## src/rtl/branch_resolver_pkg.sv

```systemverilog
// branch_resolver_pkg: shared encodings and constants for the branch resolver
package branch_resolver_pkg;
  localparam int OP_W = 2;
  localparam int PC_INC = 4;
  typedef enum logic [OP_W-1:0] {
    OP_NONE   = 2'd0,
    OP_JAL    = 2'd1,
    OP_JALR   = 2'd2,
    OP_BRANCH = 2'd3
  } op_e;
  typedef enum logic [1:0] {
    S_IDLE     = 2'd0,
    S_REDIRECT = 2'd1,
    S_FLUSH    = 2'd2
  } state_e;
endpackage

```

## src/rtl/branch_resolver_if.sv

```systemverilog
// branch_resolver_if: EX-side resolve inputs, predictor feedback, redirect and statistics
interface branch_resolver_if
  import branch_resolver_pkg::*;
#(
  parameter int ADDR_W = 32,
  parameter int CNT_W  = 32
);
  logic              valid_i;
  logic [OP_W-1:0]   op_i;
  logic [ADDR_W-1:0] pc_i;
  logic [ADDR_W-1:0] target_i;
  logic              cond_i;
  logic              pred_taken_i;
  logic [ADDR_W-1:0] pred_target_i;
  logic              jump_ack_i;
  logic              is_branch_o;
  logic              branch_taken_o;
  logic [ADDR_W-1:0] branch_pc_o;
  logic [ADDR_W-1:0] branch_target_o;
  logic              jump_enable_o;
  logic [ADDR_W-1:0] jump_pc_o;
  logic              flush_o;
  logic              busy_o;
  logic [CNT_W-1:0]  branch_cnt_o;
  logic [CNT_W-1:0]  mispred_cnt_o;
  modport master (
    output valid_i, op_i, pc_i, target_i, cond_i, pred_taken_i, pred_target_i, jump_ack_i,
    input  is_branch_o, branch_taken_o, branch_pc_o, branch_target_o, jump_enable_o,
           jump_pc_o, flush_o, busy_o, branch_cnt_o, mispred_cnt_o
  );
  modport slave (
    input  valid_i, op_i, pc_i, target_i, cond_i, pred_taken_i, pred_target_i, jump_ack_i,
    output is_branch_o, branch_taken_o, branch_pc_o, branch_target_o, jump_enable_o,
           jump_pc_o, flush_o, busy_o, branch_cnt_o, mispred_cnt_o
  );
endinterface

```

## src/rtl/branch_resolver_sat_counter.sv

```systemverilog
// sat_counter: event counter that sticks at all-ones
module sat_counter #(
  parameter int W = 32
) (
  input  logic         clk,
  input  logic         rst,
  input  logic         inc_i,
  output logic [W-1:0] cnt_o
);
  logic [W-1:0] cnt_q;
  // count up on inc_i unless saturated; active-low sync clear
  always_ff @(posedge clk)
    cnt_q <= !rst ? '0 : (inc_i && !(&cnt_q)) ? cnt_q + W'(1) : cnt_q;
  assign cnt_o = cnt_q;
endmodule

```

## src/rtl/branch_resolver.sv

```systemverilog
// branch_resolver: resolves EX control flow, feeds the predictor and redirects fetch on mispredict
module branch_resolver
  import branch_resolver_pkg::*;
#(
  parameter int ADDR_W       = 32,
  parameter int FLUSH_CYCLES = 2,
  parameter int CNT_W        = 32
) (
  input  logic clk,
  input  logic rst,
  input  logic rdy,
  branch_resolver_if.slave br
);
  localparam int FW = FLUSH_CYCLES > 1 ? $clog2(FLUSH_CYCLES) : 1;
  state_e            state_q, state_d;
  logic              is_branch_q, is_branch_d, taken_q, taken_d;
  logic              jen_q, jen_d, flush_q, flush_d, busy_q, busy_d;
  logic [ADDR_W-1:0] bpc_q, bpc_d, btgt_q, btgt_d, jpc_q, jpc_d;
  logic [FW-1:0]     fcnt_q, fcnt_d;
  op_e               op;
  logic              actual_taken, mispredict, accept, is_fb;
  logic [ADDR_W-1:0] redirect_pc;
  // decode the resolved instruction against its prediction
  always_comb begin
    op           = op_e'(br.op_i);
    actual_taken = op == OP_BRANCH ? br.cond_i : op != OP_NONE;
    mispredict   = op == OP_JALR || (op != OP_NONE && (actual_taken != br.pred_taken_i ||
                   (actual_taken && br.pred_target_i != br.target_i)));
    redirect_pc  = actual_taken ? br.target_i : br.pc_i + ADDR_W'(PC_INC);
    accept       = rdy && br.valid_i && state_q == S_IDLE && op != OP_NONE;
    is_fb        = accept && (op == OP_JAL || op == OP_BRANCH);
  end
  // next state and next registered outputs
  always_comb begin
    state_d     = state_q;
    is_branch_d = 1'b0;
    taken_d     = taken_q;
    bpc_d       = bpc_q;
    btgt_d      = btgt_q;
    jen_d       = jen_q;
    jpc_d       = jpc_q;
    flush_d     = flush_q;
    busy_d      = busy_q;
    fcnt_d      = fcnt_q;
    if (state_q == S_IDLE) begin
      if (is_fb) begin
        is_branch_d = 1'b1;
        taken_d     = actual_taken;
        bpc_d       = br.pc_i;
        btgt_d      = br.target_i;
      end
      jen_d   = accept && mispredict;
      flush_d = accept && mispredict;
      busy_d  = accept && mispredict;
      if (accept && mispredict) begin
        state_d = S_REDIRECT;
        jpc_d   = redirect_pc;
      end
    end else if (state_q == S_REDIRECT) begin
      if (br.jump_ack_i) begin
        jen_d = 1'b0;
        if (FLUSH_CYCLES > 0) begin
          state_d = S_FLUSH;
          fcnt_d  = FW'(FLUSH_CYCLES - 1);
        end else begin
          state_d = S_IDLE;
          flush_d = 1'b0;
          busy_d  = 1'b0;
        end
      end
    end else begin
      fcnt_d = fcnt_q - FW'(1);
      if (fcnt_q == '0) begin
        state_d = S_IDLE;
        flush_d = 1'b0;
        busy_d  = 1'b0;
      end
    end
  end
  // state and output registers; rdy low freezes, reset wins over rdy
  always_ff @(posedge clk) begin
    if (!rst) begin
      state_q     <= S_IDLE;
      is_branch_q <= 1'b0;
      taken_q     <= 1'b0;
      bpc_q       <= '0;
      btgt_q      <= '0;
      jen_q       <= 1'b0;
      jpc_q       <= '0;
      flush_q     <= 1'b0;
      busy_q      <= 1'b0;
      fcnt_q      <= '0;
    end else if (rdy) begin
      state_q     <= state_d;
      is_branch_q <= is_branch_d;
      taken_q     <= taken_d;
      bpc_q       <= bpc_d;
      btgt_q      <= btgt_d;
      jen_q       <= jen_d;
      jpc_q       <= jpc_d;
      flush_q     <= flush_d;
      busy_q      <= busy_d;
      fcnt_q      <= fcnt_d;
    end
  end
  sat_counter #(.W(CNT_W)) u_branch_cnt (
    .clk(clk), .rst(rst), .inc_i(is_fb), .cnt_o(br.branch_cnt_o)
  );
  sat_counter #(.W(CNT_W)) u_mispred_cnt (
    .clk(clk), .rst(rst), .inc_i(accept && mispredict), .cnt_o(br.mispred_cnt_o)
  );
  assign br.is_branch_o     = is_branch_q;
  assign br.branch_taken_o  = taken_q;
  assign br.branch_pc_o     = bpc_q;
  assign br.branch_target_o = btgt_q;
  assign br.jump_enable_o   = jen_q;
  assign br.jump_pc_o       = jpc_q;
  assign br.flush_o         = flush_q;
  assign br.busy_o          = busy_q;
endmodule

```

## src/flat_wrapper.sv

```systemverilog
// flat-port wrapper written by rule: the top's interface ports become plain ports
module branch_resolver_flat import branch_resolver_pkg::*;
#(
  parameter int ADDR_W       = 32,
  parameter int FLUSH_CYCLES = 2,
  parameter int CNT_W        = 32
)
  (clk, rst, rdy, br_valid_i, br_op_i, br_pc_i, br_target_i, br_cond_i, br_pred_taken_i, br_pred_target_i, br_jump_ack_i, br_is_branch_o, br_branch_taken_o, br_branch_pc_o, br_branch_target_o, br_jump_enable_o, br_jump_pc_o, br_flush_o, br_busy_o, br_branch_cnt_o, br_mispred_cnt_o);
  branch_resolver_if #(.ADDR_W(ADDR_W), .CNT_W(CNT_W)) br_i ();
  input  logic clk;
  input  logic rst;
  input  logic rdy;
  input wire logic [$bits(br_i.valid_i)-1:0] br_valid_i;
  input wire logic [$bits(br_i.op_i)-1:0] br_op_i;
  input wire logic [$bits(br_i.pc_i)-1:0] br_pc_i;
  input wire logic [$bits(br_i.target_i)-1:0] br_target_i;
  input wire logic [$bits(br_i.cond_i)-1:0] br_cond_i;
  input wire logic [$bits(br_i.pred_taken_i)-1:0] br_pred_taken_i;
  input wire logic [$bits(br_i.pred_target_i)-1:0] br_pred_target_i;
  input wire logic [$bits(br_i.jump_ack_i)-1:0] br_jump_ack_i;
  output wire logic [$bits(br_i.is_branch_o)-1:0] br_is_branch_o;
  output wire logic [$bits(br_i.branch_taken_o)-1:0] br_branch_taken_o;
  output wire logic [$bits(br_i.branch_pc_o)-1:0] br_branch_pc_o;
  output wire logic [$bits(br_i.branch_target_o)-1:0] br_branch_target_o;
  output wire logic [$bits(br_i.jump_enable_o)-1:0] br_jump_enable_o;
  output wire logic [$bits(br_i.jump_pc_o)-1:0] br_jump_pc_o;
  output wire logic [$bits(br_i.flush_o)-1:0] br_flush_o;
  output wire logic [$bits(br_i.busy_o)-1:0] br_busy_o;
  output wire logic [$bits(br_i.branch_cnt_o)-1:0] br_branch_cnt_o;
  output wire logic [$bits(br_i.mispred_cnt_o)-1:0] br_mispred_cnt_o;
  assign br_i.valid_i = br_valid_i;
  assign br_i.op_i = br_op_i;
  assign br_i.pc_i = br_pc_i;
  assign br_i.target_i = br_target_i;
  assign br_i.cond_i = br_cond_i;
  assign br_i.pred_taken_i = br_pred_taken_i;
  assign br_i.pred_target_i = br_pred_target_i;
  assign br_i.jump_ack_i = br_jump_ack_i;
  assign br_is_branch_o = br_i.is_branch_o;
  assign br_branch_taken_o = br_i.branch_taken_o;
  assign br_branch_pc_o = br_i.branch_pc_o;
  assign br_branch_target_o = br_i.branch_target_o;
  assign br_jump_enable_o = br_i.jump_enable_o;
  assign br_jump_pc_o = br_i.jump_pc_o;
  assign br_flush_o = br_i.flush_o;
  assign br_busy_o = br_i.busy_o;
  assign br_branch_cnt_o = br_i.branch_cnt_o;
  assign br_mispred_cnt_o = br_i.mispred_cnt_o;
  branch_resolver #(.ADDR_W(ADDR_W), .FLUSH_CYCLES(FLUSH_CYCLES), .CNT_W(CNT_W)) u_core (.clk(clk), .rst(rst), .rdy(rdy), .br(br_i));
endmodule
```

## config.mk

```make
export PLATFORM = sky130hd
export DESIGN_NAME = branch_resolver_flat
export DESIGN_NICKNAME = d
export VERILOG_FILES = /design/src/rtl/branch_resolver_pkg.sv /design/src/rtl/branch_resolver_if.sv /design/src/rtl/branch_resolver_sat_counter.sv /design/src/rtl/branch_resolver.sv /design/src/flat_wrapper.sv
export SDC_FILE = /design/constraint.sdc
export NUM_CORES = 1
export LEC_CHECK = 0
export BUFFER_PORTS_ARGS = -buffer_cell sky130_fd_sc_hd__clkbuf_2
export CORE_ASPECT_RATIO = 1.4
export CORE_MARGIN = 2
export CORE_UTILIZATION = 40
export DETAILED_ROUTE_END_ITERATION = 6
export GPL_TIMING_DRIVEN = 0
export PLACE_DENSITY = 0.65
export SLEW_MARGIN = 20
export SYNTH_ARGS = -nofsm -noshare
export SYNTH_HDL_FRONTEND = slang
export SYNTH_SLANG_ARGS = --single-unit
```

## constraint.sdc

```tcl
create_clock -name clk -period 4.1 [get_ports clk]
set_clock_uncertainty 0.2 [all_clocks]
set_input_delay 0.41 -clock clk [delete_from_list [all_inputs] [get_ports clk]]
set_output_delay 0.41 -clock clk [all_outputs]
set_load 0.03 [all_outputs]
```

==> qor.yml, run 1 <==
run_status:
  status: "complete, but fails checks"
  violations: "DRC"
sta:
  drv_slew: 0
  fin_crit_sh_pct: 69.8
  finalCriticalPeriod_ns: 2.86
  max_freq_mhz: 350
  whs_ns: 0.0307
  worstMarginPinSlew_ns: 0.724
  finalSetupViolations: 0
  tns_ns: 0
  grt_setup_unrepaired: "no"
  hold_violations: 0
  maxSlewHeadroom_pct: 51.5
min_path:
  hp-class: "input pin to register"
  min_path_cells: 3
  min_from: "br_pc_i[26]"
  whs_endpoint: "u_core.br.branch_pc_o[26]$_SDFFE_PN0P_"
die:
  initial_core_util_pct: 40.5
  core_um2: 20500
  core.rowCount: 62
  dieArea_um2: 21900
  ios: 270
  die_h_um: 174
  die_w_um: 126
placement:
  port-buffer-count: 268
  place.gp.congestion: 0.901
  hpwlAfterDp_mm: 23.2
  placedCellCount: 1569
setup_path:
  timing.rr.start: "u_core.state_q[1]$_SDFFE_PN0P_"
  worst-endpoint-arrival_ns: 3.01
  regToRegSetupSlack_ns: 1.24
  setup.worst_path.class: "register to register"
  critPathRequiredTime_ns: 4.25
  critical_path.max_fanout: 10
  rr_endpoint: "u_core.br.branch_target_o[5]$_SDFFE_PN0P_"
  reg2reg_depth: 8
  start_kind: "register"
  cp-end-kind: "register"
power:
  peakVddDrop_mv: 0.265
  netSwitchingFraction_pct: 28.0
  p_leak_nw: 4.19
  power_frac_seq_pct: 43.7
  power_frac_clock_pct: 43.4
  intPower_mw: 2.79
  power_frac_comb_pct: 13.0
  switchingPower_mw: 1.08
  power_density_nw_per_um2: 367
clocking:
  clock_latency_ns: 0.43
  numClockSinks: 167
  clk_root_buffer_cell: "clkbuf_16"
  clk_pin_slew_ns: 0.07
  clockBufferDepth: 2
  htree_num_levels: 4
  post_cts_buffers: 0
  cts-resized-gates: 0
  cts_tree: "yes"
  cts_buffers: 17
  hold_buffers: 0
finish:
  syn_to_final_growth_pct: 27.3
  fillCellCount: 2139
  drive_above_1_share_pct: 24.8
  final_cells: 1601
  nNetsFinal: 1440
  antenna_cells: 0
grt:
  overflow: 0
  track_usage_pct: 26.3
  grt_pass1_wl_mm: 44.9
  antenna_found_initial: 1
  grt_pass1_vias: 8124
  grt_max_degree: 17
synthesis:
  synth_edf_count: 0
  synth_flop_cell: "dfxtp_1"
  ys_warn_count: 0
  synth_cell_type_count: 58
  synth_seq_area_share_pct: 40.3
  yosys.area.top_type_share_pct: 40.3
  synthTopCellsByArea: "dfxtp_1, nand2_1, xnor2_1"
  synth_top_cell_by_area: "dfxtp_1"
  avgSynthCellArea_um2: 7.94
  syn-cell-area_um2: 8300
  ys_seq_elements: 167
  syn_nets: 1153
  async_flop_share_pct: 0
  syn-instance-count: 1045
flow_run:
  maxCapViolations: 0
routing:
  wl_mm: 29.9
  vias_per_cell: 5.46
  drt-wirelength-per-cell_um: 18.7
  drc: 2
  dr.pass1.iters: 7
  num_vias: 8737
  drt_iter0_drc: 518
  drtAntennaViolNets: 0
[per-stage QoR]
step / cell area (um^2) / power, mW / setup WS [ns] / utilization, %
floorplan: 8300 / 2.01 / 1.61 / -
global placement: 9960 / 2.23 / 1.07 / 48.6
detailed placement: 9960 / 2.23 / 1.08 / 48.6
CTS: 10600 / 3.90 / 1.22 / 51.6
global route: 10600 / 4.01 / 1.11 / 51.6
finish: 10600 / 3.87 / 1.24 / 51.6
[how the worst max path moves through the flow]
stage / cells after the start / to / startpoint
after floorplan: 8 / u_core.u_branch_cnt.cnt_o[25]$_SDFFE_PN0P_ / u_core.u_branch_cnt.cnt_o[0]$_SDFFE_PN0P_
after global placement: 8 / u_core.br.branch_target_o[5]$_SDFFE_PN0P_ / rdy
after detailed placement: 8 / u_core.br.branch_target_o[5]$_SDFFE_PN0P_ / rdy
after CTS: 8 / u_core.br.branch_target_o[5]$_SDFFE_PN0P_ / u_core.state_q[1]$_SDFFE_PN0P_
after global routing: 8 / u_core.br.branch_target_o[7]$_SDFFE_PN0P_ / u_core.state_q[1]$_SDFFE_PN0P_
final: 8 / u_core.br.branch_target_o[5]$_SDFFE_PN0P_ / u_core.state_q[1]$_SDFFE_PN0P_
[state kept, by name (all words and copies together) (netlist names), 2 cells and up]
| name | flops |
|---|---|
| u_core.br.branch_pc_o | 32 |
| u_core.br.branch_target_o | 32 |
| u_core.br.jump_pc_o | 32 |
| u_core.u_branch_cnt.cnt_o | 32 |
| u_core.u_mispred_cnt.cnt_o | 32 |
| u_core.state_q | 2 |
[layer usage]
| layer | vias to the layer above | GRT usage [%] | wire [um] |
|---|---|---|---|
| met5 | - | 0 | 15 |
| li1 | 4259 | - | - |
| met1 | 4102 | 30.5 | 12000 |
| met2 | 325 | 47.1 | 15200 |
| met3 | 49 | 5.91 | 1920 |
| met4 | 2 | 9.34 | 818 |
[worst max-delay path, stage by stage, from the launching register on]
cell,delay (ns)
dfxtp_1,0.31
buf_6,0.13
and4bb_4,0.36
and2_1,0.13
clkbuf_1,0.35
clkbuf_1,0.57
buf_1,0.48
nand2_1,0.13
a21oi_1,0.14
[power groups by stage]
stage / combinational [mW] / clock (mW) / sequential (mW)
after global placement: 0.499 / 0 / 1.73
after global routing: 0.542 / 1.77 / 1.70
after detailed placement: 0.503 / 0 / 1.73
after CTS: 0.505 / 1.71 / 1.69
final: 0.504 / 1.68 / 1.69
after floorplan: 0.199 / 0 / 1.81
[cell usage in the layout, fill, tap and decap left out, drive strengths merged, types with 10 or more instances in the layout]
cell	Yosys	final
o31ai	13	13
xor2	24	24
buf	21	21
nand4	48	48
a21oi	94	94
xnor2	60	60
o21ai	39	39
or3	12	12
nor4	10	10
nand3	41	41
and3	16	16
nor3	14	14
and2	11	11
or4	11	11
mux2i	18	18
o211ai	12	12
clkbuf	46	333
inv	7	11
nor2	78	78
o2111ai	16	16
dfxtp	167	167
nand2b	18	18
and4	14	14
nand2	218	218
[Yosys cell counts (3+ instances only)]
cell	n
ha_1	3
xnor2_1	60
nor4_1	10
a311oi_1	5
o41ai_1	4
inv_1	6
clkbuf_1	46
o21ai_0	37
nand4_1	47
nand3_1	37
nand3_2	3
a31oi_1	3
buf_1	7
o2111ai_1	16
nand2_1	217
or3_1	12
and2_1	11
xor2_1	24
o211ai_1	12
a21oi_1	94
o31ai_1	13
nor2b_1	4
nor2_1	77
nand2b_1	18
dfxtp_1	167
and4_4	4
buf_2	11
and3_1	16
or4_1	11
nor3_1	11
mux2i_1	18
and4_1	10
[final cells by class]
class | count | area, um^2 | share of cell area, %
clock buffers | 19 | 433 | 4.10
plain buffers | 67 | 280 | 2.65
multi-input cells | 804 | 4650 | 44.0
flip-flops and latches | 167 | 3340 | 31.6
well taps | 256 | 320 | 3.03
clock inverters | 13 | 170 | 1.61
repair buffers | 268 | 1340 | 12.7
inverters | 7 | 26.3 | 0.249
[cells by family (layout without fill, tap and decap cells)]
kind of cell    after synthesis  in the layout  synth area share (%)
simple gates                501            501                  29.7
compound gates              198            198                  14.8
flops                       167            167                  40.3
xor+xnor                     84             84                  8.86
buf+inv                      74            374                  3.69
mux                          18             18                  2.17
fa+ha+maj                     3              3                 0.452
Note: power is estimated with default switching activity, not from simulation.
==> inputs of run 2 (changes only) <==
ABC_AREA = 1   (was unset)
PLACE_DENSITY = 0.67   (was 0.65)
clock period = 2.35 ns   (was 4.1 ns; I/O delays follow)
==> run 2 against run 1 <==
  * The run now ends clean
  * Largest cell class unchanged
  * Final cell count rose by 29%
  * Global-route usage rose by 3.5 points
  * Critical path type is now input pin to register
  * Clock power rose by 77%
==> qor.yml, run 2 <==
die:
  dieArea_um2: 23800  # +8.6%
  core_um2: 22400  # +9.2%
  die_w_um: 131  # +4.2%
  initial_core_util_pct: 40.4  # -0.13 points
  core.rowCount: 65  # +4.8%
  ios: 270  # unchanged
  die_h_um: 182  # +4.2%
routing:
  drc: 0  # -2
  drtAntennaViolNets: 0  # unchanged
  dr.pass1.iters: 6  # -1
  drt-wirelength-per-cell_um: 17.3  # -7.3%
  drt_iter0_drc: 639  # +23%
  wl_mm: 35.8  # +19%
  vias_per_cell: 5.12  # -6.1%
  num_vias: 10577  # +21%
grt:
  antenna_found_initial: 0  # -1
  grt_max_degree: 17  # unchanged
  grt_pass1_wl_mm: 54.5  # +21%
  track_usage_pct: 29.8  # +3.5 points
  overflow: 0  # unchanged
  grt_pass1_vias: 10333  # +27%
synthesis:
  synth_top_cell_by_area: "dfxtp_1"
  avgSynthCellArea_um2: 6.50  # -18%
  yosys.area.top_type_share_pct: 37.0  # -3.3 points
  synth_cell_type_count: 35  # -40%
  synth_flop_cell: "dfxtp_1"
  async_flop_share_pct: 0  # unchanged
  syn-cell-area_um2: 9030  # +8.8%
  ys_warn_count: 0  # unchanged
  synth_most_common_cell: "nand2_1"
  syn-instance-count: 1390  # +33%
  synth_seq_area_share_pct: 37.0  # -3.3 points
  ys_seq_elements: 167  # unchanged
  synth_edf_count: 0  # unchanged
  syn_nets: 1498  # +30%
  synthTopCellsByArea: "dfxtp_1, nand2_1, nor2_1"
  synthTopCellsByCount: "nand2_1, nor2_1, dfxtp_1"
setup_path:
  rr_endpoint: "u_core.u_mispred_cnt.cnt_o[0]$_SDFFE_PN0P_"
  timing.rr.start: "u_core.u_mispred_cnt.cnt_o[0]$_SDFFE_PN0P_"
  critPathRequiredTime_ns: 2.52  # -1.73 ns
  start_kind: "input pin"
  critical_path.max_fanout: 6  # -4
  reg2reg_depth: 12  # +4
  cp-end-kind: "register"
  setup.worst_path.class: "input pin to register"
  worst-endpoint-arrival_ns: 2.42  # -0.59 ns
  regToRegSetupSlack_ns: 0.12  # -1.12 ns
sta:
  drv_slew: 0  # unchanged
  max_freq_mhz: 444
  tns_ns: 0  # unchanged
  setup_ws_ns: 0.0965  # -1.14 ns
  finalCriticalPeriod_ns: 2.25
  maxSlewHeadroom_pct: 45.5  # -6.0 points
  hold_violations: 0  # unchanged
  fin_crit_sh_pct: 95.9
  worstMarginPinSlew_ns: 0.817  # +0.0935 ns
  finalSetupViolations: 0  # unchanged
finish:
  nNetsFinal: 1858  # +29%
  antenna_cells: 0  # unchanged
  layout_common_cells: "nand2_1, clkbuf_2, nor2_1"
  syn_to_final_growth_pct: 36.1
  drive_above_1_share_pct: 22.6  # -2.3 points
  utilization_pct: 55.0  # +3.4 points
  final_common_cell: "nand2_1"
  fillCellCount: 2215  # +3.6%
min_path:
  min_from: "br_target_i[2]"
  min_path_cells: 3  # unchanged
  hp-class: "input pin to register"
  whs_endpoint: "u_core.br.branch_target_o[2]$_SDFFE_PN0P_"
clocking:
  cts_tree: "yes"
  numClockSinks: 167  # unchanged
  cts_buffers: 17  # unchanged
  htree_num_levels: 4  # unchanged
  clk_pin_slew_ns: 0.07  # about the same
  clk_root_buffer_cell: "clkbuf_16"
  clockBufferDepth: 2  # unchanged
  clock_latency_ns: 0.45  # +0.02 ns
placement:
  hpwlAfterDp_mm: 27.4  # +18%
  port-buffer-count: 269  # +0.37%
  place.gp.congestion: 0.969  # +7.5%
  pre_cts_slack_ns: -0.271  # -1.35 ns
run_status:
  status: "complete, no violations"
flow_run:
  maxCapViolations: 0  # unchanged
power:
  p_leak_nw: 5.48  # +31%
  peakVddDrop_mv: 0.500  # +88%
  power_density_nw_per_um2: 583  # +59%
==> run 2: logic make-up (layout without fill, tap and decap cells) <==
| kind of cell | count (synthesis) | in the layout | synth area share [%] |
|---|---|---|---|
| buf+inv | 197 | 569 | 8.79 |
| flops | 167 | 167 | 37.0 |
| fa+ha+maj | 3 | 3 | 0.415 |
| xor+xnor | 61 | 61 | 5.91 |
| compound gates | 246 | 246 | 14.1 |
| simple gates | 716 | 717 | 33.8 |
==> run 2: how the worst max path moves through the flow <==
stage                                                    start                                     endpoint  slack, ns
global route                                    br_target_i[3]         u_core.br.jump_pc_o[20]$_SDFFE_PN0P_     -0.009
finish                                         br_target_i[31]         u_core.br.jump_pc_o[30]$_SDFFE_PN0P_        0.1
floorplan            u_core.u_branch_cnt.cnt_o[0]$_SDFFE_PN0P_   u_core.u_branch_cnt.cnt_o[19]$_SDFFE_PN0P_       0.13
global placement                u_core.state_q[1]$_SDFFE_PN0P_   u_core.br.branch_target_o[29]$_SDFFE_PN0P_      -0.20
detailed placement              u_core.state_q[1]$_SDFFE_PN0P_   u_core.br.branch_target_o[25]$_SDFFE_PN0P_      -0.27
CTS                 u_core.u_mispred_cnt.cnt_o[0]$_SDFFE_PN0P_  u_core.u_mispred_cnt.cnt_o[10]$_SDFFE_PN0P_      0.006
==> run 2: layout make-up <==
class                   instances  area (um^2)  area share [%]
multi-input cells            1027         5010            40.7
flip-flops and latches        167         3350            27.3
repair buffers                341         2090            17.0
inverters                     137          517            4.20
clock buffers                  19          443            3.60
well taps                     301          377            3.06
plain buffers                  59          332            2.70
clock inverters                13          173            1.40
==> run 2: timing repair <==
item / 4_1_cts / 5_1_grt
cloned: 0 / 2
pin swaps: 2 / 15
setup endpoints to repair: 88 / 145
hold buffers: 65 / 0
hold endpoints to repair: 70 / 0
gates resized for setup: 9 / 58
buffers inserted: 1 / 8
==> run 2: worst max-delay path: stages <==
cell and delay (ns):
dlygate4sd3_1 0.56, clkbuf_2 0.13, inv_1 0.10, nand2_1 0.08, nand4_1 0.14, nor2_4 0.19, nand2_1 0.06, nor2_1 0.08
nand2_1 0.06, nand2_2 0.11, nand2_4 0.11, nand2_4 0.11, buf_8 0.14, clkbuf_16 0.15, nand2_2 0.05, a21oi_2 0.12
==> run 2: per-layer routing <==
| layer | vias up | GRT usage (%) | routed length [um] |
|---|---|---|---|
| met5 | - | 0 | 0 |
| met1 | 4884 | 32.6 | 13700 |
| met4 | 0 | 16.0 | 1730 |
| met3 | 80 | 4.51 | 1710 |
| met2 | 360 | 53.9 | 18600 |
| li1 | 5253 | - | - |
==> run 2: where the power goes <==
part | leakage (nW) | switching [mW] | internal [mW]
clock | 0.286 | 1.27 | 1.71
combinational | 3.83 | 0.787 | 0.407
sequential | 1.36 | 0.0651 | 2.93
total | 5.48 | 2.12 | 5.05
==> run 2: per-stage QoR <==
stage,total power [mW],hold WS [ns],cells,area [um^2]
after floorplan,3.67,0.130,1390,9030
final,7.17,0.00928,2064,12300
after detailed placement,4.11,0.262,1960,10800
after global placement,4.10,0.251,1960,10800
after global routing,7.44,0.0259,2064,12300
after CTS,7.16,0.0115,2058,12100
